[config.mk]
export PLATFORM = sky130hd
export DESIGN_NAME = sw_port_fsm_mp
export DESIGN_NICKNAME = d
export VERILOG_FILES = /design/src/rtl/sw_pkg.sv /design/src/rtl/sw_addr_decode.sv /design/src/rtl/sw_port_fsm_mp.sv
export SDC_FILE = /design/constraint.sdc
export NUM_CORES = 1
export LEC_CHECK = 0
export BUFFER_PORTS_ARGS = -buffer_cell sky130_fd_sc_hd__buf_2
export CAP_MARGIN = 0
export CORE_ASPECT_RATIO = 1.25
export CORE_UTILIZATION = 40
export DETAILED_ROUTE_END_ITERATION = 10
export GPL_ROUTABILITY_DRIVEN = 1
export GPL_TIMING_DRIVEN = 1
export SLEW_MARGIN = 25
export SYNTH_ARGS = -nofsm -noshare
export SYNTH_HDL_FRONTEND = slang
export SYNTH_SLANG_ARGS = --single-unit
[constraint.sdc]
create_clock -name clk -period 4 [get_ports clk]
set_clock_uncertainty 0.15 [all_clocks]
set_input_delay 0.2 -clock clk [delete_from_list [all_inputs] [get_ports clk]]
set_output_delay 0.2 -clock clk [all_outputs]
set_load 0.05 [all_outputs]
[src/rtl/sw_pkg.sv]
// Shared types and limits for the multi-port packet input controller.
package sw_pkg;

  localparam int unsigned MAX_PORTS = 16;
  localparam int unsigned IDX_W     = 4;

  typedef enum logic [2:0] {
    IDLE,
    LEN,
    DATA,
    PARITY,
    DISCARD
  } sw_state_e;

  // Position inside a packet that is being parsed but not written.
  typedef enum logic [1:0] {
    DP_LEN,
    DP_DATA,
    DP_PARITY
  } disc_phase_e;

endpackage

[src/rtl/sw_addr_decode.sv]
// Combinational address match against all port addresses; lowest matching port wins.
module sw_addr_decode
  import sw_pkg::*;
#(
  parameter int unsigned W_WIDTH   = 8,
  parameter int unsigned NUM_PORTS = 4
) (
  input  logic [W_WIDTH-1:0]           data_in,
  input  logic [NUM_PORTS*W_WIDTH-1:0] port_addr,
  input  logic [NUM_PORTS-1:0]         port_busy,
  output logic                         hit,
  output logic [IDX_W-1:0]             hit_idx,
  output logic                         hit_busy
);

  // Scan from the top so the lowest index is the last (winning) assignment.
  always_comb begin
    hit      = 1'b0;
    hit_idx  = '0;
    hit_busy = 1'b0;
    for (int p = NUM_PORTS - 1; p >= 0; p--) begin
      if (data_in == port_addr[p*W_WIDTH +: W_WIDTH]) begin
        hit      = 1'b1;
        hit_idx  = IDX_W'(p);
        hit_busy = port_busy[p];
      end
    end
  end

endmodule

[src/rtl/sw_port_fsm_mp.sv]
// Length-framed packet router: steers each whole packet to one of NUM_PORTS FIFOs, drops busy targets.
// Optional parity checking is enabled with the PARITY_CHECK_EN macro.
module sw_port_fsm_mp
  import sw_pkg::*;
#(
  parameter int unsigned W_WIDTH   = 8,
  parameter int unsigned NUM_PORTS = 4,
  parameter int unsigned CNT_W     = 8
) (
  input  logic                         clk,
  input  logic                         rst,
  input  logic                         sw_en,
  input  logic [W_WIDTH-1:0]           data_in,
  input  logic [NUM_PORTS*W_WIDTH-1:0] port_addr,
  input  logic [NUM_PORTS-1:0]         port_busy,
  output logic [NUM_PORTS-1:0]         wr_en,
  output logic [W_WIDTH-1:0]           data_out,
  output logic                         pkt_done,
  output logic                         pkt_drop,
  output logic [CNT_W-1:0]             drop_cnt,
  output logic                         pkt_err
);

  logic             hit;
  logic             hit_busy;
  logic [IDX_W-1:0] hit_idx;

  sw_addr_decode #(
    .W_WIDTH   (W_WIDTH),
    .NUM_PORTS (NUM_PORTS)
  ) u_addr_decode (
    .data_in   (data_in),
    .port_addr (port_addr),
    .port_busy (port_busy),
    .hit       (hit),
    .hit_idx   (hit_idx),
    .hit_busy  (hit_busy)
  );

  sw_state_e            state_q, state_d;
  disc_phase_e          phase_q, phase_d;
  logic [W_WIDTH-1:0]   rem_q, rem_d;
  logic [IDX_W-1:0]     sel_q, sel_d;
  logic [NUM_PORTS-1:0] wr_en_q, wr_en_d;
  logic [W_WIDTH-1:0]   data_out_q, data_out_d;
  logic                 pkt_done_q, pkt_done_d;
  logic                 pkt_drop_q, pkt_drop_d;
  logic [CNT_W-1:0]     drop_cnt_q, drop_cnt_d;
  logic [IDX_W-1:0]     wr_sel;
  logic                 do_wr;
`ifdef PARITY_CHECK_EN
  logic [W_WIDTH-1:0]   xor_q, xor_d;
  logic                 pkt_err_q, pkt_err_d;
`endif

  always_comb begin
    state_d    = state_q;
    phase_d    = phase_q;
    rem_d      = rem_q;
    sel_d      = sel_q;
    wr_sel     = sel_q;
    do_wr      = 1'b0;
    data_out_d = data_out_q;
    pkt_done_d = 1'b0;
    pkt_drop_d = 1'b0;
    drop_cnt_d = drop_cnt_q;
`ifdef PARITY_CHECK_EN
    xor_d      = xor_q;
    pkt_err_d  = 1'b0;
`endif
    if (sw_en) begin
      unique case (state_q)
        IDLE: begin
`ifdef PARITY_CHECK_EN
          xor_d = data_in;
`endif
          if (hit && !hit_busy) begin
            sel_d   = hit_idx;
            wr_sel  = hit_idx;
            do_wr   = 1'b1;
            state_d = LEN;
          end else begin
            if (hit) begin
              pkt_drop_d = 1'b1;
              if (drop_cnt_q != {CNT_W{1'b1}}) drop_cnt_d = drop_cnt_q + CNT_W'(1);
            end
            phase_d = DP_LEN;
            state_d = DISCARD;
          end
        end
        LEN: begin
          do_wr   = 1'b1;
          rem_d   = data_in;
          state_d = (data_in == '0) ? PARITY : DATA;
`ifdef PARITY_CHECK_EN
          xor_d   = xor_q ^ data_in;
`endif
        end
        DATA: begin
          do_wr = 1'b1;
          rem_d = rem_q - W_WIDTH'(1);
          if (rem_q == W_WIDTH'(1)) state_d = PARITY;
`ifdef PARITY_CHECK_EN
          xor_d = xor_q ^ data_in;
`endif
        end
        PARITY: begin
          do_wr      = 1'b1;
          pkt_done_d = 1'b1;
          state_d    = IDLE;
`ifdef PARITY_CHECK_EN
          pkt_err_d  = (xor_q != data_in);
`endif
        end
        DISCARD: begin
          unique case (phase_q)
            DP_LEN: begin
              rem_d   = data_in;
              phase_d = (data_in == '0) ? DP_PARITY : DP_DATA;
            end
            DP_DATA: begin
              rem_d = rem_q - W_WIDTH'(1);
              if (rem_q == W_WIDTH'(1)) phase_d = DP_PARITY;
            end
            default: state_d = IDLE;
          endcase
        end
        default: state_d = IDLE;
      endcase
    end
`ifdef PARITY_CHECK_EN
    else if (state_q == IDLE) begin
      xor_d = '0;
    end
`endif
    if (do_wr) data_out_d = data_in;
    for (int p = 0; p < NUM_PORTS; p++) begin
      wr_en_d[p] = do_wr && (wr_sel == IDX_W'(p));
    end
  end

  always_ff @(posedge clk) begin
    if (rst) begin
      state_q    <= IDLE;
      phase_q    <= DP_LEN;
      rem_q      <= '0;
      sel_q      <= '0;
      wr_en_q    <= '0;
      data_out_q <= '0;
      pkt_done_q <= 1'b0;
      pkt_drop_q <= 1'b0;
      drop_cnt_q <= '0;
`ifdef PARITY_CHECK_EN
      xor_q      <= '0;
      pkt_err_q  <= 1'b0;
`endif
    end else begin
      state_q    <= state_d;
      phase_q    <= phase_d;
      rem_q      <= rem_d;
      sel_q      <= sel_d;
      wr_en_q    <= wr_en_d;
      data_out_q <= data_out_d;
      pkt_done_q <= pkt_done_d;
      pkt_drop_q <= pkt_drop_d;
      drop_cnt_q <= drop_cnt_d;
`ifdef PARITY_CHECK_EN
      xor_q      <= xor_d;
      pkt_err_q  <= pkt_err_d;
`endif
    end
  end

  assign wr_en    = wr_en_q;
  assign data_out = data_out_q;
  assign pkt_done = pkt_done_q;
  assign pkt_drop = pkt_drop_q;
  assign drop_cnt = drop_cnt_q;
`ifdef PARITY_CHECK_EN
  assign pkt_err  = pkt_err_q;
`else
  assign pkt_err  = 1'b0;
`endif

endmodule
==> results of run 1 <==
-- per-layer routing --
| metal | global-route usage (%) | part of all wire, % |
|---|---|---|
| met1 | 22.75 | 42 |
| met2 | 40.39 | 52 |
| met3 | 2.931 | 3.0 |
| met4 | 9.804 | 2.6 |
| met5 | 0 | 0 |
-- final timing paths --
| path | endpoint | depth (start not counted) | from | slack (ps) |
|---|---|---|---|---|
| hold / removal | state_q[1] | 3 | sw_en | 120 |
| setup / recovery | drop_cnt[5] | 6 | state_q[1] | 1630 |
| hold reg to reg | sel_q[2] | 1 | sel_q[2] | 330 |
| setup reg to reg | drop_cnt[5] | 6 | state_q[1] | 1630 |
-- kinds of logic (layout without fill, tap and decap cells) --
logic type | count (synthesis) | in the layout | synth area share [%]
AOI/OAI and AO/OA | 60 | 60 | 16.39
xor gates and xnor gates | 32 | 32 | 11.43
adders and majority gates | 3 | 3 | 1.532
buffers and inverters | 26 | 83 | 5.717
DFF | 39 | 39 | 31.85
muxes | 14 | 14 | 5.921
other | 1 | 1 | 0.1530
and+or+nand+nor | 124 | 124 | 27.00
-- cell type report --
class / count / area, um^2 / area share [%]
Multi-Input combinational cell: 234 / 1530 / 53.48
Sequential cell: 39 / 780.7 / 27.28
Timing Repair Buffer: 68 / 340.3 / 11.89
Tap cell: 82 / 102.6 / 3.585
Clock buffer: 7 / 76.32 / 2.667
Inverter: 7 / 26.28 / 0.9182
Clock inverter: 1 / 5.005 / 0.1749
-- flip-flops by register name (all words and copies together), names as in the netlist --
name / flops
state_q: 3
phase_q: 2
rem_q: 8
drop_cnt: 8
pkt_drop: 1
wr_en: 4
pkt_done: 1
data_out: 8
sel_q: 4
-- through the flow --
step / cell area [um^2] / total power, mW / setup WS [ps] / cells
floorplan: 2451 / 0.5093 / 1735 / 299
global placement: 2780 / 0.5509 / 1430 / 430
detailed placement: 2780 / 0.5513 / 1399 / 430
CTS: 2861 / 0.8179 / 1592 / 438
global route: 2861 / 0.8530 / 1449 / 438
finish: 2861 / 0.8044 / 1626 / 438
-- critical path, delay by kind of cell, from the launching register on --
kind	cells	cell delay (ps)
and+or+nand+nor	4	1030
DFF	1	420
muxes	1	370
AOI/OAI and AO/OA	1	290
-- cells in the final DEF, fill, tap and decap left out, types with 4 or more instances in the layout --
master     n
dfxtp_1   39
nand3_1    6
xor2_1    24
nand2b_1   4
clkbuf_8   5
nor3b_1    4
nor4_1    10
or3_1      7
a41oi_1    4
and3_1     4
xnor2_1    8
nor2b_1    8
nor2_1    40
nand4_1    4
nor3_1     6
buf_2     68
inv_1      7
nand2_1   19
mux2i_1   10
o21ai_0   21
a21oi_1   15
-- power by group --
group	total (mW)	leakage [nW]	switching [mW]	internal, mW
Combinational	0.140	0.872	0.0835	0.0565
Sequential	0.402	0.315	0.00777	0.395
Clock	0.262	0.0422	0.140	0.123
==> impl_metrics.yaml, run 1 <==
run_status:
  status: "finished, final reports clean"
setup_path:
  end_kind: "flip-flop"
  arrival_ps: 2410
  crit_path_start_kind: "flip-flop"
  slowest_stage: "dfxtp_1"
  max_stage_delay_ps: 420
  path_class: "flip-flop to flip-flop"
  critPathRequiredTime_ps: 4030
  path_cells: "nor3_1, nand2_1, a41oi_1, nand2_1, nor4_1, mux2_2"
  path_max_fanout: 13
  cp_common_cell: "nand2_1"
floorplanning:
  dieArea_um2: 6447
  ioPinCount: 70
  core-area_um2: 5857
  initial_utilization_pct: 41.85
  rows: 31
  die_y_um: 89.52
  die_x_um: 72.02
grt:
  grt_pass1_wl_um: 10540
  grt-ovfl-total: 0
  grt_max_degree: 42
  antenna_found_initial: 0
  grt_pass1_vias: 2294
  grtUsageTotal_pct: 21.05
logic_synthesis:
  synth_top_area_share_pct: 31.85
  syn_avg_cell_area_um2: 8.198
  yosysWarnings: 0
  synthCells: 299
  async_flop_share_pct: 0
  syn-num-nets: 349
  synth_area_leader_cell: "dfxtp_1"
  yosysSeqAreaShare_pct: 31.85
  syn_area_um2: 2451
  post-synth-top-count-cell: "nor2_1"
  ys_top_cells_by_area: "dfxtp_1 (32%), xor2_1 (8.6%), nor2_1 (6.1%)"
  synthFlopType: "dfxtp_1"
  synth_common_cells: "nor2_1 (40), dfxtp_1 (39), xor2_1 (24)"
  ys_ff_latch: 39
  synth.distinct_cells: 51
  synth_edf_count: 0
timing:
  finalHoldViolCount: 0
  max_freq_ghz: 0.4212
  slew_violations: 0
  worst_pin_slew_ps: 776.7
  rsz0062_at_grt: "no"
  hold_ws_ps: 122.8
  tns_ps: 0
  relSlewSlack_pct: 48.22
  min_period_ps: 2374
  setup_violations: 0
  period_share_pct: 59.36
clock_tree:
  clk-insertion-delay-late_ps: 290
  cts_buffers: 5
  cts-root-buf: "clkbuf_8"
  ctsHoldBuffers: 0
  cts_tree: "done"
  clock_sinks: 39
  cts_buffer_depth: 2
  ctsResizeCount: 0
  htree_levels: 2
  cts_setup_buffers: 0
  path_clk_slew_ps: 80
power_and_ir_drop:
  ir_drop_mv: 0.1565
  power.leakage_nw: 1.230
  power.density_nw_per_um2: 281.1
finish:
  drive_gt1_share_pct: 23.88
  fin_nets: 405
  area_growth_pct: 16.74
  fillers: 572
  num_antenna_cells: 0
  fin_util_pct: 48.86
detailed_routing:
  vias: 2317
  drc: 0
  wl_per_cell_um: 14.17
  drt_iter0_drc: 108
  drtPass1Iterations: 4
  ant_nets: 0
  drt-total-wl_um: 6208
  via_per_inst: 5.290
worst_hold_path:
  hp-class: "primary input to flip-flop"
run:
  max_cap_violations: 0
placed_design:
  routabilityCongestion: 0.8572
  portBuffers: 68
  dp_hpwl_um: 4653
Note: power is estimated with default switching activity, not from simulation.
==> inputs of run 2 (changes only) <==
- clock period: 4 -> 2.25 ns (I/O delays scaled with it)
==> impl_metrics.yaml, run 2 (synthesized netlist as in run 1, its figures left out) <==
run_status:
  status: "finished, final reports clean"
setup_path:
  path_max_fanout: 5
  r2r_slack_ps: 220
  end_kind: "flip-flop"
  crit_path_start_kind: "flip-flop"
  path_class: "flip-flop to flip-flop"
  arrival_ps: 2060
  critPathRequiredTime_ps: 2280
timing:
  rsz0062_at_grt: "no"
  worst_pin_slew_ps: 550.5
  relSlewSlack_pct: 63.22
  max_freq_ghz: 0.4920
  min_period_ps: 2033
  period_share_pct: 90.34
  finalHoldViolCount: 0
  finalWorstSetupSlack_ps: 217.5
  slew_violations: 0
  setup_violations: 0
finish:
  drive_gt1_share_pct: 29.40
  final_common_cell: "buf_2"
  final_cell_area_um2: 3097
  fin_nets: 431
  final_cell_mix: "buf_2 (68), nor2_1 (40), dfxtp_1 (39)"
  num_antenna_cells: 0
  area_growth_pct: 26.34
detailed_routing:
  top_layer: "met4"
  wl_met3_um: 221
  vias: 2362
  ant_nets: 0
  drt-total-wl_um: 6167
  drtPass1Iterations: 4
  drt_iter0_drc: 76
  wl_met1_um: 2563
  wl_per_cell_um: 13.32
  drc: 0
  via_per_inst: 5.102
  met2_length_um: 3283
floorplanning:
  core-area_um2: 5857
  initial_utilization_pct: 41.85
  rows: 31
  ioPinCount: 70
  dieArea_um2: 6447
  die_y_um: 89.52
  die_x_um: 72.02
clock_tree:
  htree_levels: 2
  cts_buffer_depth: 2
  cts_tree: "done"
  cts-root-buf: "clkbuf_8"
  cts_setup_buffers: 0
  clock_sinks: 39
  cts_buffers: 5
  clk-insertion-delay-late_ps: 290
  path_clk_slew_ps: 70
power_and_ir_drop:
  ir_drop_mv: 0.2916
  power.density_nw_per_um2: 500.7
  power.leakage_nw: 1.373
worst_hold_path:
  hp-class: "primary input to flip-flop"
placed_design:
  dp_hpwl_um: 4886
  routabilityCongestion: 0.8656
  placed_area_um2: 2988
  portBuffers: 68
  dpl_worst_slack_ps: -50.29
grt:
  grt_max_degree: 26
  antenna_found_initial: 0
  grt_pass1_vias: 2332
  grt_pass1_wl_um: 10360
  grt-ovfl-total: 0
  grtUsageTotal_pct: 20.64
run:
  max_cap_violations: 0
-- run 2: worst max-delay path: stages (launching register included) --
cell     delay, ps
dfxtp_1        320
nor3_1         260
nand2_1        130
a41oi_1        250
nand2_1        200
nor3_1         260
mux2_2         350
-- run 2: path summary, 6_finish.rpt --
path,start,endpoint,depth (start not counted)
min reg2reg,sel_q[2],sel_q[2],1
min,sw_en,state_q[1],3
max,state_q[1],drop_cnt[3],6
max reg2reg,state_q[1],drop_cnt[3],6
-- run 2: where the power goes --
part           internal [mW]  switching, mW  leakage, nW
clock network          0.325          0.240       0.0513
registers              0.701        0.00922        0.315
logic                  0.120          0.155         1.01
total                   1.15          0.404         1.37
-- run 2: final cells by class --
cell class                 count  area, um^2
fill                         572        2760
sequential                    39       780.7
tap                           82       102.6
inverter                       7       26.28
clock buffer                   6       72.57
clock inverter                 1       30.03
timing repair buffer          94       548.0
multi-input combinational    234        1536
-- run 2: what timing repair did --
item                       in CTS  in global routing
gates resized for setup         0                  1
setup endpoints to repair       0                  1
hold buffers                    0                  0
-- run 2: stage by stage --
stage / power, mW / util [%] / setup TNS, ps / hold WS, ps / cells
6_report: 1.551 / 52.87 / 0 / 42.27 / 463
5_1_grt: 1.622 / 52.87 / 0 / 84.92 / 463
4_1_cts: 1.570 / 52.77 / 0 / 43.77 / 463
3_5_place_dp: 1.004 / 51.01 / -95.04 / 315.4 / 456
3_3_place_gp: 1.001 / 51.01 / -2.813 / 312.3 / 456
2_1_floorplan: 0.9054 / - / 0 / 135.6 / 299
-- run 2: per-layer routing --
metal	global-route usage [%]	vias up
met4	6.239	0
met2	40.22	48
met1	22.39	1091
li1	-	1214
met5	0	-
met3	4.059	9
